<file path="config.mk">
export PLATFORM = sky130hd
export DESIGN_NAME = mig_ui_fifo
export DESIGN_NICKNAME = d
export VERILOG_FILES = /design/src/rtl/mig_ui_fifo.sv
export SDC_FILE = /design/constraint.sdc
export NUM_CORES = 1
export LEC_CHECK = 0
export ABC_CLOCK_PERIOD_IN_PS = 1800
export CORE_UTILIZATION = 29
export DETAILED_ROUTE_END_ITERATION = 10
export PLACE_DENSITY = 0.51
export SYNTH_ARGS = -nofsm -noshare
export SYNTH_HDL_FRONTEND = slang
export SYNTH_SLANG_ARGS = --single-unit
</file>
<file path="constraint.sdc">
create_clock -name clk -period 1.8 [get_ports clk]
set_input_delay 0.54 -clock clk [delete_from_list [all_inputs] [get_ports clk]]
set_output_delay 0.54 -clock clk [all_outputs]
set_load 0.03 [all_outputs]
</file>
<file path="src/rtl/mig_ui_fifo.sv">
// rtl/mig_ui_fifo.sv - first-word-fall-through sync FIFO used for the command and write-data queues
module mig_ui_fifo #(
  parameter int W     = 8,
  parameter int DEPTH = 4
) (
  input  logic         clk,
  input  logic         rst,
  input  logic         push,
  input  logic [W-1:0] push_data,
  input  logic         pop,
  output logic [W-1:0] pop_data,
  output logic         full,
  output logic         empty
);
  localparam int AW = $clog2(DEPTH);

  logic [W-1:0] store [DEPTH];
  logic [AW:0]  wr_ptr;
  logic [AW:0]  rd_ptr;

  // Extra pointer bit distinguishes full from empty when the index bits match.
  assign empty    = (wr_ptr == rd_ptr);
  assign full     = (wr_ptr[AW] != rd_ptr[AW]) && (wr_ptr[AW-1:0] == rd_ptr[AW-1:0]);
  assign pop_data = store[rd_ptr[AW-1:0]];

  always_ff @(posedge clk or posedge rst) begin
    if (rst) begin
      wr_ptr <= '0;
      rd_ptr <= '0;
    end else begin
      if (push && !full) wr_ptr <= wr_ptr + {{AW{1'b0}}, 1'b1};
      if (pop && !empty) rd_ptr <= rd_ptr + {{AW{1'b0}}, 1'b1};
    end
  end

  always_ff @(posedge clk) begin
    if (push && !full) store[wr_ptr[AW-1:0]] <= push_data;
  end

endmodule

</file>
# Word-level counts from Yosys, hierarchy flattened
# Memories as Yosys holds them, arrays and structs flattened.
# Cells that the tools add are included.
op_classes:
  n_addsub: 2
  eq_ne: 3
  n_mux: 2
  n_reduce_logical: 5
op_table:
  columns: ["op", "n"]
  rows:
  - ["adder 3 x 1 -> 3 bit (second input constant)", 2]
  - ["equality test 3 bit", 1]
  - ["logical AND 1 bit", 3]
  - ["equality test 2 bit", 1]
  - ["zero test 1 bit", 2]
  - ["two-way mux 1 bit", 2]
  - ["inequality test 1 bit", 1]
word_totals:
  regBits: 6
  mem_bits_rw: 32
  inputBits: 12
  out_inout_bits: 10
  word_cells: 15
  mem_count: 1
mem_list:
  columns: ["name", "depth", "word_bits", "rd", "rd_ports_with_merged_regs", "wr", "line", "text"]
  rows:
  - ["store", 4, 8, 1, 0, 1, "17", "logic [W-1:0] store [DEPTH];"]

# Longest topological paths before layout
# Gate-level depths: netlist of run 1.
logic_depth:
  word_depth: 6
  mapped_depth: 5
  depth_no_buf: 5

# Worst setup path after synthesis of run 1
# OpenSTA, ideal clock, no wires.
synth_timing:
  path_type: "reg2out"
  start: "reg rd_ptr[0]"
  end: "out empty"
  t_arrival_ps: 1468
  t_required_ps: 1260
  slack_ps: -208
  stages_incl_launch_ff: 4
  path_buffers: 1
  path_cell_list: "dfrtp_1 -> buf_6 -> xor2_2 -> nor3_1"
synth_via:
  elab_chain_len: 1
synth_lines:
  columns: ["item", "line", "text"]
  rows:
  - ["from (decl)", "19", "logic [AW:0] rd_ptr;"]
  - ["from (signal assigned)", "32", "if (pop && !empty) rd_ptr <= rd_ptr + {{AW{1'b0}}, 1'b1};"]
  - ["equality test 3 bit", "22", "assign empty = (wr_ptr == rd_ptr);"]
  - ["to (decl)", "13", "output logic empty"]
# No other way between the ends.

# Worst setup path after layout of run 1
layout_timing:
  start: "reg rd_ptr[0]"
  end: "out pop_data[1]"
layout_via:
  elab_chain_len: 1
layout_lines:
  columns: ["item", "line", "text"]
  rows:
  - ["memory (4 x 8 bit)", null, null]
  - ["to (decl)", "11", "output logic [W-1:0] pop_data,"]
# No other way between the ends.

==> metrics, run 1 <==
outcome=finished, violations left; failing checks=negative setup slack; mapped cell area=1658 µm²; Worst EP required=1.26 ns; vias in the first global route=920; crit-path max FO=4; NumNets Final=150; pin slew with the least headroom to its limit=0.4441 ns; CP Launch Type=register; Synth Warn #=0; IO buf count=21; commonest cells after routing, fill and taps aside=edfxtp_1, buf_6, buf_4; post-synthesis async set-or-reset flop share=15.79%; ys flop type=edfxtp_1; clk sinks=38; Die W=77.61 µm; Final period util=112.7%; # IOs=22; root buf cell=clkbuf_8; Final Worst Setup Slack=-0.2279 ns; number of flops mapped to enable cells by yosys=32; Final Non-Filler Cells=206; Tmin final=2.028 ns; die footprint=6023 µm²; Post-Syn Instances=91; H-Tree Level Count=2; via count=919; Finished Core Util=40.42%; Detailed Routing Iterations Pass 1=4; dpl cells=192; maxcap violations=0; maximum buffer depth of the clock tree=2; wire per inst=14.26 µm; sequential fraction of the synthesis area=67.02%; Final setup viols=10; #FFs+latches synth=38; Mapped Nets=108; total power=0.004126 W; Fin. Hold Viols=0; GRT Overall Usage=11.08%; largest net degree at the start of global routing=12; Die Height=77.61 µm; Layout Skew=0.006185 ns; # diodes=0; Initial Util=30.11%; Peak VDD IR=0.6965 mV; DRC=0; power per cell area=1854 nW/µm²; Worst Hold Class=input port to asynchronous set/reset pin; Max transition margin=70.39%; CTS clk-pin slew, worst paths=0.07 ns; initial antenna violation count=0; Yosys cell types=25; Final ANT Viol Nets=0; first-pass GRT wire length=4864 µm; fillers=508; Placer Congestion=0.8509; DR vias/cell=4.461; hold_ws=0.4772 ns; Core Region=5507 µm²; Layout area overhead=34.26%; RSZ-0062 raised after global routing=yes; Avg Inst Size Synth=18.22 µm²; area of the multi-input gates=550.5 µm²; dpl ws=-0.4408 ns; # rows=27; maximum clock rate=493.1 MHz; Arr. time, crit path=1.49 ns; LEAKAGE=0.8090 nW; hold buffers post-CTS=0; grt total ovfl=0; fin. max-slew vios=0; Crit. End Element=primary output; commonest non-fill, non-tap cell in the layout=edfxtp_1; CTS tree=built; total CTS buffers=5; share of cells above drive strength 1=39.55%; Iter 0 DRT Violations=99; Final HPWL DP=2052 µm; FF/Latch Area=1119 µm²; Routed WL=2937 µm; WS Path Type=register to primary output; worst skew pair latency=0.28 ns
synth_stat cells (2+ instances only):
cell type / number / share of area [%]
a211oi_1: 2 / 0.91
a21oi_1: 4 / 1.2
and3_1: 3 / 1.1
dfrtp_1: 6 / 9.1
edfxtp_1: 32 / 58
ha_1: 5 / 3.8
inv_1: 5 / 1.1
mux4_1: 5 / 7.9
mux4_2: 3 / 4.1
nand2b_1: 2 / 0.75
o31ai_1: 4 / 1.8
xnor2_1: 5 / 2.6
xor2_1: 2 / 1.1
xor2_2: 2 / 2.0
timing repair:
item,4_1_cts,5_1_grt
resized for setup,74,3
buffers inserted,4,2
endpoints found under the setup margin,34,10
pin swaps,5,2
cell families after synthesis:
| logic type | Yosys count | share of synthesized area [%] |
|---|---|---|
| DFF | 38 | 67.02 |
| AOI/OAI and AO/OA | 13 | 5.510 |
| and+or+nand+nor | 11 | 3.924 |
| xor gates and xnor gates | 9 | 5.660 |
| muxes | 8 | 12.00 |
| buffers and inverters | 7 | 2.113 |
| adders and majority gates | 5 | 3.774 |
metal layers:
layer / part of all wire (%) / vias to the layer above / GRT usage (%)
met2: 48 / 27 / 17.08
li1: - / 435 / -
met3: 4.9 / 3 / 3.882
met1: 46 / 454 / 14.64
met5: 0 / - / 0
met4: 0.92 / 0 / 3.396
power by group:
part | switching, W | leakage (nW) | internal, W
logic | 0.00109 | 0.408 | 0.00114
clock network | 0.000263 | 0.0426 | 0.000266
registers | 0.000167 | 0.359 | 0.00120
final cells by class:
| cell class | instances | share of cell area [%] |
|---|---|---|
| Sequential cell | 38 | 50.25 |
| Multi-Input combinational cell | 46 | 24.73 |
| Timing Repair Buffer | 37 | 16.47 |
| Tap cell | 72 | 4.047 |
| Clock buffer | 6 | 3.260 |
| Inverter | 5 | 0.8432 |
| Clock inverter | 2 | 0.3935 |
worst max-delay path, cell delays in order (launching register included):
cell     delay (ns)
dfrtp_2        0.41
buf_6          0.14
mux4_2         0.50
buf_6          0.15
final timing paths:
path                           start     endpoint  slack [ns]  cells after the start
max                        rd_ptr[0]  pop_data[1]       -0.23                      3
min                              rst    rd_ptr[2]        0.48                      2
max reg2reg                rd_ptr[0]  store[2][5]        0.09                      5
min reg2reg                wr_ptr[0]    wr_ptr[0]        0.64                      1
max in group asynchronous        rst    wr_ptr[1]        1.10                      2
min in group clk           wr_ptr[0]    wr_ptr[0]        0.64                      1
state kept, by name, summed over array words and instances (netlist names):
signal	flops
store	32
rd_ptr	3
wr_ptr	3
stage by stage:
| stage | cell area (µm²) | setup TNS [ns] |
|---|---|---|
| final | 2226 | -1.916 |
| after global routing | 2226 | -2.476 |
| after CTS | 2195 | -2.162 |
| after detailed placement | 2029 | -8.026 |
| after global placement | 2029 | -9.115 |
| after floorplan | 1663 | -0.03289 |
Power figures use the tool's default switching activity.
==> run 2: changes to the inputs <==
--- a/config.mk
+++ b/config.mk
@@ -6,6 +6,7 @@
 export NUM_CORES = 1
 export LEC_CHECK = 0
 export ABC_CLOCK_PERIOD_IN_PS = 1800
+export CORE_MARGIN = 2
 export CORE_UTILIZATION = 29
 export DETAILED_ROUTE_END_ITERATION = 10
 export PLACE_DENSITY = 0.51
==> run 2 against run 1 <==
Effect of this change:
- the run still ends with negative setup slack left
- via count is 0.98% lower
- hold slack better by 0.015 ns
- combinational power is 4% lower
- global-route usage is 0.44 points lower
- largest power group unchanged
- clock power is 1% higher
==> metrics, run 2 (same netlist as run 1, synthesis figures left out) <==
Iter 0 DRT Violations=31; Routed WL=3004 µm; Layout Skew=0.003503 ns; largest net degree at the start of global routing=13; GRT Overall Usage=10.64%; Peak VDD IR=0.9009 mV; root buf cell=clkbuf_8; maximum clock rate=490.9 MHz; cell family with most CP delay=buffers and inverters; CP Launch Type=register; Fin. Hold Viols=0; Final HPWL DP=2150 µm; WS Path Type=register to primary output; buffers and inverters on the worst path=3; Core Region=5507 µm²; Detailed Routing Iterations Pass 1=4; DR vias/cell=4.461; grt total ovfl=0; Die W=79.61 µm; number of cells on the worst reg-to-reg path=6; wire per inst=14.73 µm; R2R Path End=store[2][0]; vias in the first global route=999; Final period util=113.2%; fin. max-slew vios=0; Post-DP Area=2042 µm²; Die Height=79.61 µm; # rows=27; crit-path max FO=4; total power=0.004036 W; CP max stage delay=0.44 ns; Seq pwr share=33.4%; Layout area overhead=32.00%; Final ANT Viol Nets=0; met2 wire length=1468 µm; # diodes=0; commonest cells after routing, fill and taps aside=edfxtp_1, clkdlybuf4s50_1, buf_4; share of cells above drive strength 1=37.88%; Placer Congestion=0.8287; worst skew pair latency=0.28 ns; internal power=0.002525 W; Tmin final=2.037 ns; setup TNS=-2.204 ns; fin area=2188 µm²; failing checks=negative setup slack; Highest Signal Layer=met4; die footprint=6338 µm²; RSZ-0062 raised after global routing=yes; IO buf count=21; H-Tree Level Count=2; initial antenna violation count=0; # IOs=22; hold buffers post-CTS=0; Final setup viols=10; CTS tree=built; clock power share=13.3%; Metal-1 WL=1361 µm; dpl ws=-0.4353 ns; Crit. End Element=primary output; Critical R2R Launch=rd_ptr[0]; metal3 WL=128 µm; first-pass GRT wire length=4981 µm; worst-path cell chain=buf_6, buf_8, xor2_4, nor3_2, buf_4; Arr. time, crit path=1.50 ns; maxcap violations=0; NumNets Final=148; total CTS buffers=5; LEAKAGE=0.7971 nW; via count=910; Switch Pwr=0.001511 W; outcome=finished, violations left; DRC=0; maximum buffer depth of the clock tree=2; CTS clk-pin slew, worst paths=0.07 ns; Switching Share=37.44%; commonest non-fill, non-tap cell in the layout=edfxtp_1; combinational share of power=53.3%; Max transition margin=72.80%; Initial Util=30.11%; clk sinks=38; reg2reg setup slack=0.08 ns; max reg flops=32; critical path's slowest cell=dfrtp_2; Worst Hold Class=input port to asynchronous set/reset pin; fillers=515; Final Worst Setup Slack=-0.2373 ns; pin slew with the least headroom to its limit=0.4080 ns; power per cell area=1844 nW/µm²; Worst EP required=1.26 ns
## run 2: routing by layer
| layer | track usage (%) | vias to the layer above |
|---|---|---|
| met5 | 0 | - |
| met4 | 4.828 | 0 |
| met3 | 2.941 | 4 |
| met2 | 17.82 | 22 |
| met1 | 12.69 | 451 |
| li1 | - | 433 |
## run 2: worst max-delay path by stage
stage	start	to	slack (ns)	cells past startpoint
floorplan	rd_ptr[0]	pop_data[1]	-0.007	2
global placement	rd_ptr[0]	pop_data[5]	-0.42	3
detailed placement	rd_ptr[0]	pop_data[3]	-0.44	3
CTS	rd_ptr[0]	empty	-0.26	5
global route	rd_ptr[0]	empty	-0.31	5
finish	rd_ptr[0]	empty	-0.24	5
## run 2: layout make-up
class / instances / area (µm²) / share of cell area (%)
Clock inverter: 3 / 16.27 / 0.7433
Tap cell: 72 / 90.09 / 4.117
Inverter: 5 / 18.77 / 0.8576
Multi-Input combinational cell: 46 / 520.5 / 23.78
Sequential cell: 38 / 1114 / 50.89
Clock buffer: 5 / 68.82 / 3.145
Timing Repair Buffer: 35 / 360.3 / 16.47
## run 2: worst register-to-register path, cell delays in order, from the launching register on
cell	delay [ns]
dfrtp_2	0.44
buf_6	0.14
buf_8	0.13
xnor2_2	0.19
nand3_2	0.10
buf_4	0.15
and3_2	0.30
## run 2: metrics by stage
| stage | instances | util [%] | hold slack (ns) |
|---|---|---|---|
| floorplan | 91 | - | 0.3310 |
| CTS | 204 | 39.74 | 0.4893 |
| global placement | 192 | 37.08 | 0.5706 |
| finish | 204 | 39.74 | 0.4923 |
| detailed placement | 192 | 37.08 | 0.5848 |
| global route | 204 | 39.74 | 0.5133 |
## run 2: power groups by stage
stage	logic (W)	registers, W	clock network (W)
floorplan	0.00120	0.00132	0
global placement	0.00188	0.00136	0
detailed placement	0.00190	0.00137	0
CTS	0.00218	0.00135	0.000557
global route	0.00232	0.00137	0.000592
finish	0.00215	0.00135	0.000536
## run 2: what timing repair did
action	4_1_cts	5_1_grt
buffers inserted	4	0
resized for setup	72	0
endpoints found under the setup margin	34	10
hold endpoints to repair	0	0
pin swaps	1	0
